<file path="src/rtl/tc_timer.sv">
`default_nettype none
// ============================================================================
// Module   : tc_timer
// Brief    : Memory-mapped timer/counter with CTRL/PRESET/COUNT and one irq.
//            Optional macro TC_PRESCALE_EN adds an 8-bit PRESCALE at addr 3.
// Revision : 1.0 - initial release
// ============================================================================
module tc_timer #(
    parameter logic [31:0] PRESET_RST = 32'd0,
    parameter logic [3:0]  CTRL_MASK  = 4'hF
) (
    input  logic        clk,
    input  logic        reset,
    input  logic        sel,
    input  logic        we,
    input  logic [1:0]  addr,
    input  logic [31:0] wdata,
    output logic [31:0] rdata,
    output logic        irq
);

    localparam logic [1:0] c_addr_ctrl   = 2'd0;
    localparam logic [1:0] c_addr_preset = 2'd1;
    localparam logic [1:0] c_addr_count  = 2'd2;
    localparam logic [1:0] c_addr_aux    = 2'd3;
    localparam logic [1:0] c_mode_reload = 2'b01;

    typedef enum logic [1:0] {
        ST_IDLE = 2'd0,
        ST_LOAD = 2'd1,
        ST_CNT  = 2'd2,
        ST_INT  = 2'd3
    } state_t;

    state_t      r_state, w_state_next;
    logic [3:0]  r_ctrl, w_ctrl_next;
    logic [31:0] r_preset, w_preset_next;
    logic [31:0] r_count, w_count_next;
    logic        r_pend, w_pend_next;
    logic        r_irq;

    logic        w_wr;
    logic        w_wr_ctrl;
    logic        w_en;
    logic [1:0]  w_mode;
    logic        w_tick;

    assign w_wr      = sel & we;
    assign w_wr_ctrl = w_wr & (addr == c_addr_ctrl);
    assign w_en      = r_ctrl[0];
    assign w_mode    = r_ctrl[2:1];

`ifdef TC_PRESCALE_EN
    logic [7:0] r_prescale;
    logic [7:0] r_div, w_div_next;

    assign w_tick = (r_div == r_prescale);

    // Divider only advances while actively counting; any other state restarts it.
    always_comb begin
        w_div_next = 8'd0;
        if (r_state == ST_CNT && w_en && !w_tick) begin
            w_div_next = r_div + 8'd1;
        end
    end

    always_ff @(posedge clk or negedge reset) begin
        if (!reset) begin
            r_prescale <= 8'd0;
            r_div      <= 8'd0;
        end else begin
            r_div <= w_div_next;
            if (w_wr && addr == c_addr_aux) begin
                r_prescale <= wdata[7:0];
            end
        end
    end
`else
    assign w_tick = 1'b1;
`endif

    always_comb begin
        w_state_next  = r_state;
        w_ctrl_next   = r_ctrl;
        w_count_next  = r_count;
        w_pend_next   = r_pend;
        w_preset_next = r_preset;

        case (r_state)
            ST_IDLE: begin
                if (w_en) begin
                    w_state_next = ST_LOAD;
                end
            end
            ST_LOAD: begin
                w_count_next = r_preset;
                w_state_next = w_en ? ST_CNT : ST_IDLE;
            end
            ST_CNT: begin
                // Zero is caught before decrementing, so COUNT never wraps.
                if (!w_en) begin
                    w_state_next = ST_IDLE;
                end else if (w_tick) begin
                    if (r_count == 32'd0) begin
                        w_state_next = ST_INT;
                        w_pend_next  = 1'b1;
                    end else begin
                        w_count_next = r_count - 32'd1;
                    end
                end
            end
            ST_INT: begin
                if (w_mode == c_mode_reload) begin
                    w_pend_next  = 1'b0;
                    w_state_next = w_en ? ST_LOAD : ST_IDLE;
                end else begin
                    w_ctrl_next[0] = 1'b0;
                    w_state_next   = ST_IDLE;
                end
            end
            default: begin
                w_state_next = ST_IDLE;
            end
        endcase

        // CPU writes take priority over the hardware EN-clear and pend-set.
        if (w_wr_ctrl) begin
            w_ctrl_next = wdata[3:0] & CTRL_MASK;
            w_pend_next = 1'b0;
        end
        if (w_wr && addr == c_addr_preset) begin
            w_preset_next = wdata;
        end
    end

    always_ff @(posedge clk or negedge reset) begin
        if (!reset) begin
            r_state  <= ST_IDLE;
            r_ctrl   <= 4'd0;
            r_preset <= PRESET_RST;
            r_count  <= 32'd0;
            r_pend   <= 1'b0;
            r_irq    <= 1'b0;
        end else begin
            r_state  <= w_state_next;
            r_ctrl   <= w_ctrl_next;
            r_preset <= w_preset_next;
            r_count  <= w_count_next;
            r_pend   <= w_pend_next;
            r_irq    <= w_pend_next & w_ctrl_next[3];
        end
    end

    assign irq = r_irq;

    always_comb begin
        rdata = 32'd0;
        if (sel) begin
            case (addr)
                c_addr_ctrl:   rdata = {28'd0, r_ctrl};
                c_addr_preset: rdata = r_preset;
                c_addr_count:  rdata = r_count;
                c_addr_aux: begin
`ifdef TC_PRESCALE_EN
                    rdata = {24'd0, r_prescale};
`else
                    rdata = 32'd0;
`endif
                end
                default:       rdata = 32'd0;
            endcase
        end
    end

endmodule
`default_nettype wire

</file>
<file path="config.mk">
export PLATFORM = sky130hd
export DESIGN_NAME = tc_timer
export DESIGN_NICKNAME = d
export VERILOG_FILES = /design/src/rtl/tc_timer.sv
export SDC_FILE = /design/constraint.sdc
export NUM_CORES = 1
export LEC_CHECK = 0
export ABC_AREA = 0
export CORE_UTILIZATION = 31
export CTS_CLUSTER_DIAMETER = 30
export CTS_CLUSTER_SIZE = 20
export DETAILED_ROUTE_END_ITERATION = 10
export GPL_ROUTABILITY_DRIVEN = 0
export PLACE_DENSITY = 0.57
export SYNTH_ARGS = -nofsm -noshare
export SYNTH_HDL_FRONTEND = slang
export SYNTH_SLANG_ARGS = --single-unit
</file>
<file path="constraint.sdc">
create_clock -name clk -period 4.41 [get_ports clk]
set_input_delay 0.882 -clock clk [delete_from_list [all_inputs] [get_ports clk]]
set_output_delay 0.882 -clock clk [all_outputs]
set_load 0.02 [all_outputs]
</file>
== Word level (Yosys, flattened, before mapping) ==
Cells that the tools add are included.
Word-level totals
  register bits after elaboration: 72
  output and inout bits: 33
  word-level logic and storage cells: 53
Cells by class
  add/sub/neg operators: 1
  eq/ne operators: 12
  muxes and demuxes: 20
  bitwise operators: 3
  reduce and logical (&&, ||, !) cells: 9
Operators by type and width (number)
  $pmux W32 S4: 1
  $mux W32: 3
  $pmux W32 S2: 1
  $logic_not A32 Y1: 1
  $sub A32 B1 Y32 const B: 1
  $eq A2 B2 Y1 const B: 4
  $mux W1: 8
  $mux W2: 4
  $ne A2 B2 Y1 const B: 4
  $pmux W2 S4: 1
  $eq A2 B1 Y1 const B: 3
  $logic_not A2 Y1: 2
  $mux W4: 1
  $reduce_and A2 Y1: 2
  $reduce_bool A2 Y1: 2
  $and A1 B1 Y1: 3
  $ne A3 B3 Y1 const B: 1
  $reduce_and A3 Y1: 1
  $pmux W1 S2: 1
  $logic_and A1 B1 Y1: 1

== Depth between registers and ports, before layout ==
  depth in word-level cells: 6
  depth in mapped cells: 9
  gate-level depth less buffers: 8

== Worst setup path after synthesis ==
OpenSTA, ideal clock, no wires.
  kind: input-to-output
  from: input port addr[1]
  to: output port rdata[22]
  arrival time: 2311 ps
  slack: 1217 ps
  stages: 6
  path buffers: 3
  cells stage by stage: clkbuf_1 > nor2b_1 > clkbuf_1 > clkbuf_1 > a22oi_1 > nor2b_1
Between the ends
  word-level cells in the longest chain between the ends: 3
  elaborated cells on any way between the ends: 6
  those cells by class: 3 x eq/ne; 2 x mux; 1 x reduce/logical
RTL lines
  start, declared: line 16  | input logic [1:0] addr,
  $eq A2 B2 Y1, or another cell as far along: line 159  | case (addr)
  $pmux W32 S4 (*): line 159
  $mux W32 (*): line 158  | if (sel) begin
  end, declared: line 18  | output logic [31:0] rdata,
Every way passes the cells marked *; elsewhere a longest branch is shown, timed or not.

== Worst setup path after layout ==
  from: input port addr[1]
  to: output port rdata[31]
Same word-level chain as after synthesis.

==> run summary <==
Status: finished clean
Vias in the first global route: 3619
Dpl ws: 528 ps
Post-DP HPWL: 7410 um
DRT Pass-1 Iters: 5
Post-synthesis cell area: 0.00419 mm2
Final period utilization: 0.879
Largest cells by area after synthesis: dfrtp_1 (43%), mux2_2 (9.1%), a21oi_1 (6.3%)
CTS buffer count: 9
Wire per inst: 16.0 um
Post-synthesis sequential area ratio: 0.430
Nets@finish: 556
Max_slew headroom: 0.434
Crit-path max cell delay: 640 ps
Most common library cells after synthesis: dfrtp_1 (72), a21oi_1 (53), nand2_1 (45)
Worst min path class: flop to flop
Minimum clock period: 3870 ps
Drt drc: 0
RSZ-0062 raised after global routing: false
Leakage: 1.96 nW
Core area: 0.0132 mm2
R2R depth: 7
Final setup TNS: 0 ps
Cell Rows: 42
Hold buffer count at cts: 0
Clock skew: 9.64 ps
Worst setup EP type: primary output
Vias: 3707
DRT antenna net count: 0
Startpoint Class: primary input
R2R Setup Slk: 1610 ps
First-pass GRT wire length: 18500 um
CTS tree: done
Antenna violations before repair: 0
Max_cap viols: 0
Net count after synthesis: 501
Max rail drop VDD: 0.199 mV
Top-count cell post-synth: dfrtp_1
Synth Instances: 461
CP most frequent cell: clkdlybuf4s50_1
Clock latency on the worst-skew pair: 340 ps
Fmax achieved: 258 MHz
Overflow after GRT: 0
Setup CP Type: primary input to primary output
# Post-CTS Setup Buffers: 0
Slew Viols, Final: 0
Via density per instance: 5.32
EDFF count, synth: 0
Share of post-route cells with drive strength above 1: 0.144
Critical Path RT: 3530 ps
Syn Area/Cell: 9.08 um2
Total clock sinks: 72
N_diodes: 0
Critical Path Slowest Stage Cell: clkdlybuf4s50_1
FFs w/ async S/R, synth: 1.00
Longest Clk Path Bufs: 2
Worst Max-Slew Pin Slew: 841 ps
Post-synth top area share: 0.430
Final setup viols: 0
Root buf cell: clkbuf_16
Hold path depth: 2
Detailed Route WL: 11100 um
GRT Util Overall: 0.168
Number of DRC markers in iteration 0: 181
Post-CTS Resized: 0
Top-level I/O count: 71
Distinct cells, synth: 48
Port bufs: 70
# H-tree levels: 3
CP max FO: 29
Power density over cell area: 559 mW/mm2
Primary FF master, synth: dfrtp_1
Largest net degree at the start of global routing: 82
Overall die width: 118 um
Final hold vios: 0
Yosys reg bits: 72
Area grow syn2layout: 27.7%
Final worst slack: 536 ps
Warnings from Yosys: 0
Crit path DAT: 2990 ps
Full die area: 0.0140 mm2
Post-synth top area cell: dfrtp_1
Crit path cell chain: clkdlybuf4s50_1 -> nor2b_2 -> buf_4 -> a22oi_1 -> nor2b_1 -> clkdlybuf4s50_1
DIE HEIGHT: 118 um
Clock slew seen by the registers of the worst setup and hold paths: 60 ps
Starting Density: 0.317
-- area by class of cell --
class / count / area, um2
inverter: 4 / 15.0
fill: 1334 / 7840
sequential: 72 / 1800
clock buffer: 11 / 253
multi-input combinational: 352 / 2250
tap: 176 / 220
clock inverter: 5 / 55.1
timing repair buffer: 77 / 748
-- worst max-delay path: cells and delay by family --
family | cells | cell delay, ps
buffers and inverters | 3 | 1580
AND/OR/NAND/NOR | 2 | 360
AO/OA/AOI/OAI | 1 | 140
-- final timing paths --
path                             start            to
max in group asynchronous        reset  r_preset[21]
min in group asynchronous        reset   r_preset[5]
min reg2reg                  r_ctrl[3]     r_ctrl[3]
max reg2reg                r_count[10]    r_count[3]
max                            addr[1]     rdata[31]
min                          r_ctrl[3]     r_ctrl[3]
-- power breakdown --
part,total (mW),switching (mW),internal (mW),leakage [nW]
Sequential,1.22,0.319,0.901,0.855
Combinational,1.02,0.561,0.458,0.958
Clock,0.749,0.283,0.466,0.148
-- registers in the layout (all words and copies together) (netlist names) --
signal,flops
r_count,32
r_preset,32
r_ctrl,4
r_state,2
irq,1
r_pend,1
-- metal layers --
metal / vias up / GRT usage / part of all wire
met5: - / 0 / 0
met4: 0 / 0.0433 / 0.0043
met3: 4 / 0.0516 / 0.050
met2: 75 / 0.276 / 0.48
met1: 1835 / 0.214 / 0.46
li1: 1793 / - / -
-- stage by stage --
stage	util	instances	cell area [um2]	hold slack, ps	power, mW
4_1_cts	0.405	697	5350	525	3.02
5_1_grt	0.405	697	5350	551	3.21
3_5_place_dp	0.382	681	5040	512	2.24
2_1_floorplan	-	461	4190	465	1.91
6_report	0.405	697	5350	525	2.99
3_3_place_gp	0.382	681	5040	512	2.20
-- cells in the final DEF, fill, tap and decap left out, drive strengths merged, types with 2 or more instances in the layout --
master / n
nor2: 25
nand2b: 8
inv: 4
dfrtp: 72
clkinv: 2
a22oi: 29
o21ai: 31
nand4: 7
or4: 7
clkdlybuf4s50: 69
or2: 2
mux2i: 4
nor3: 8
o22a: 3
a21o: 2
nand2: 46
a21oi: 55
buf: 8
a41oi: 3
mux2: 34
clkbuf: 11
nor4: 9
and2: 5
nand3: 12
or3: 3
o32ai: 4
clkinvlp: 2
ha: 2
nor2b: 33
o22ai: 10
-- cell families (layout without fill, tap and decap cells) --
family,after synthesis,after routing,synth area share
muxes,38,38,0.101
and+or+nand+nor,169,169,0.219
adders and majority gates,2,2,0.00598
AOI/OAI and AO/OA,143,143,0.208
DFF,72,72,0.430
buffers and inverters,37,97,0.0359
No activity file was read; power rests on OpenSTA's default activity.
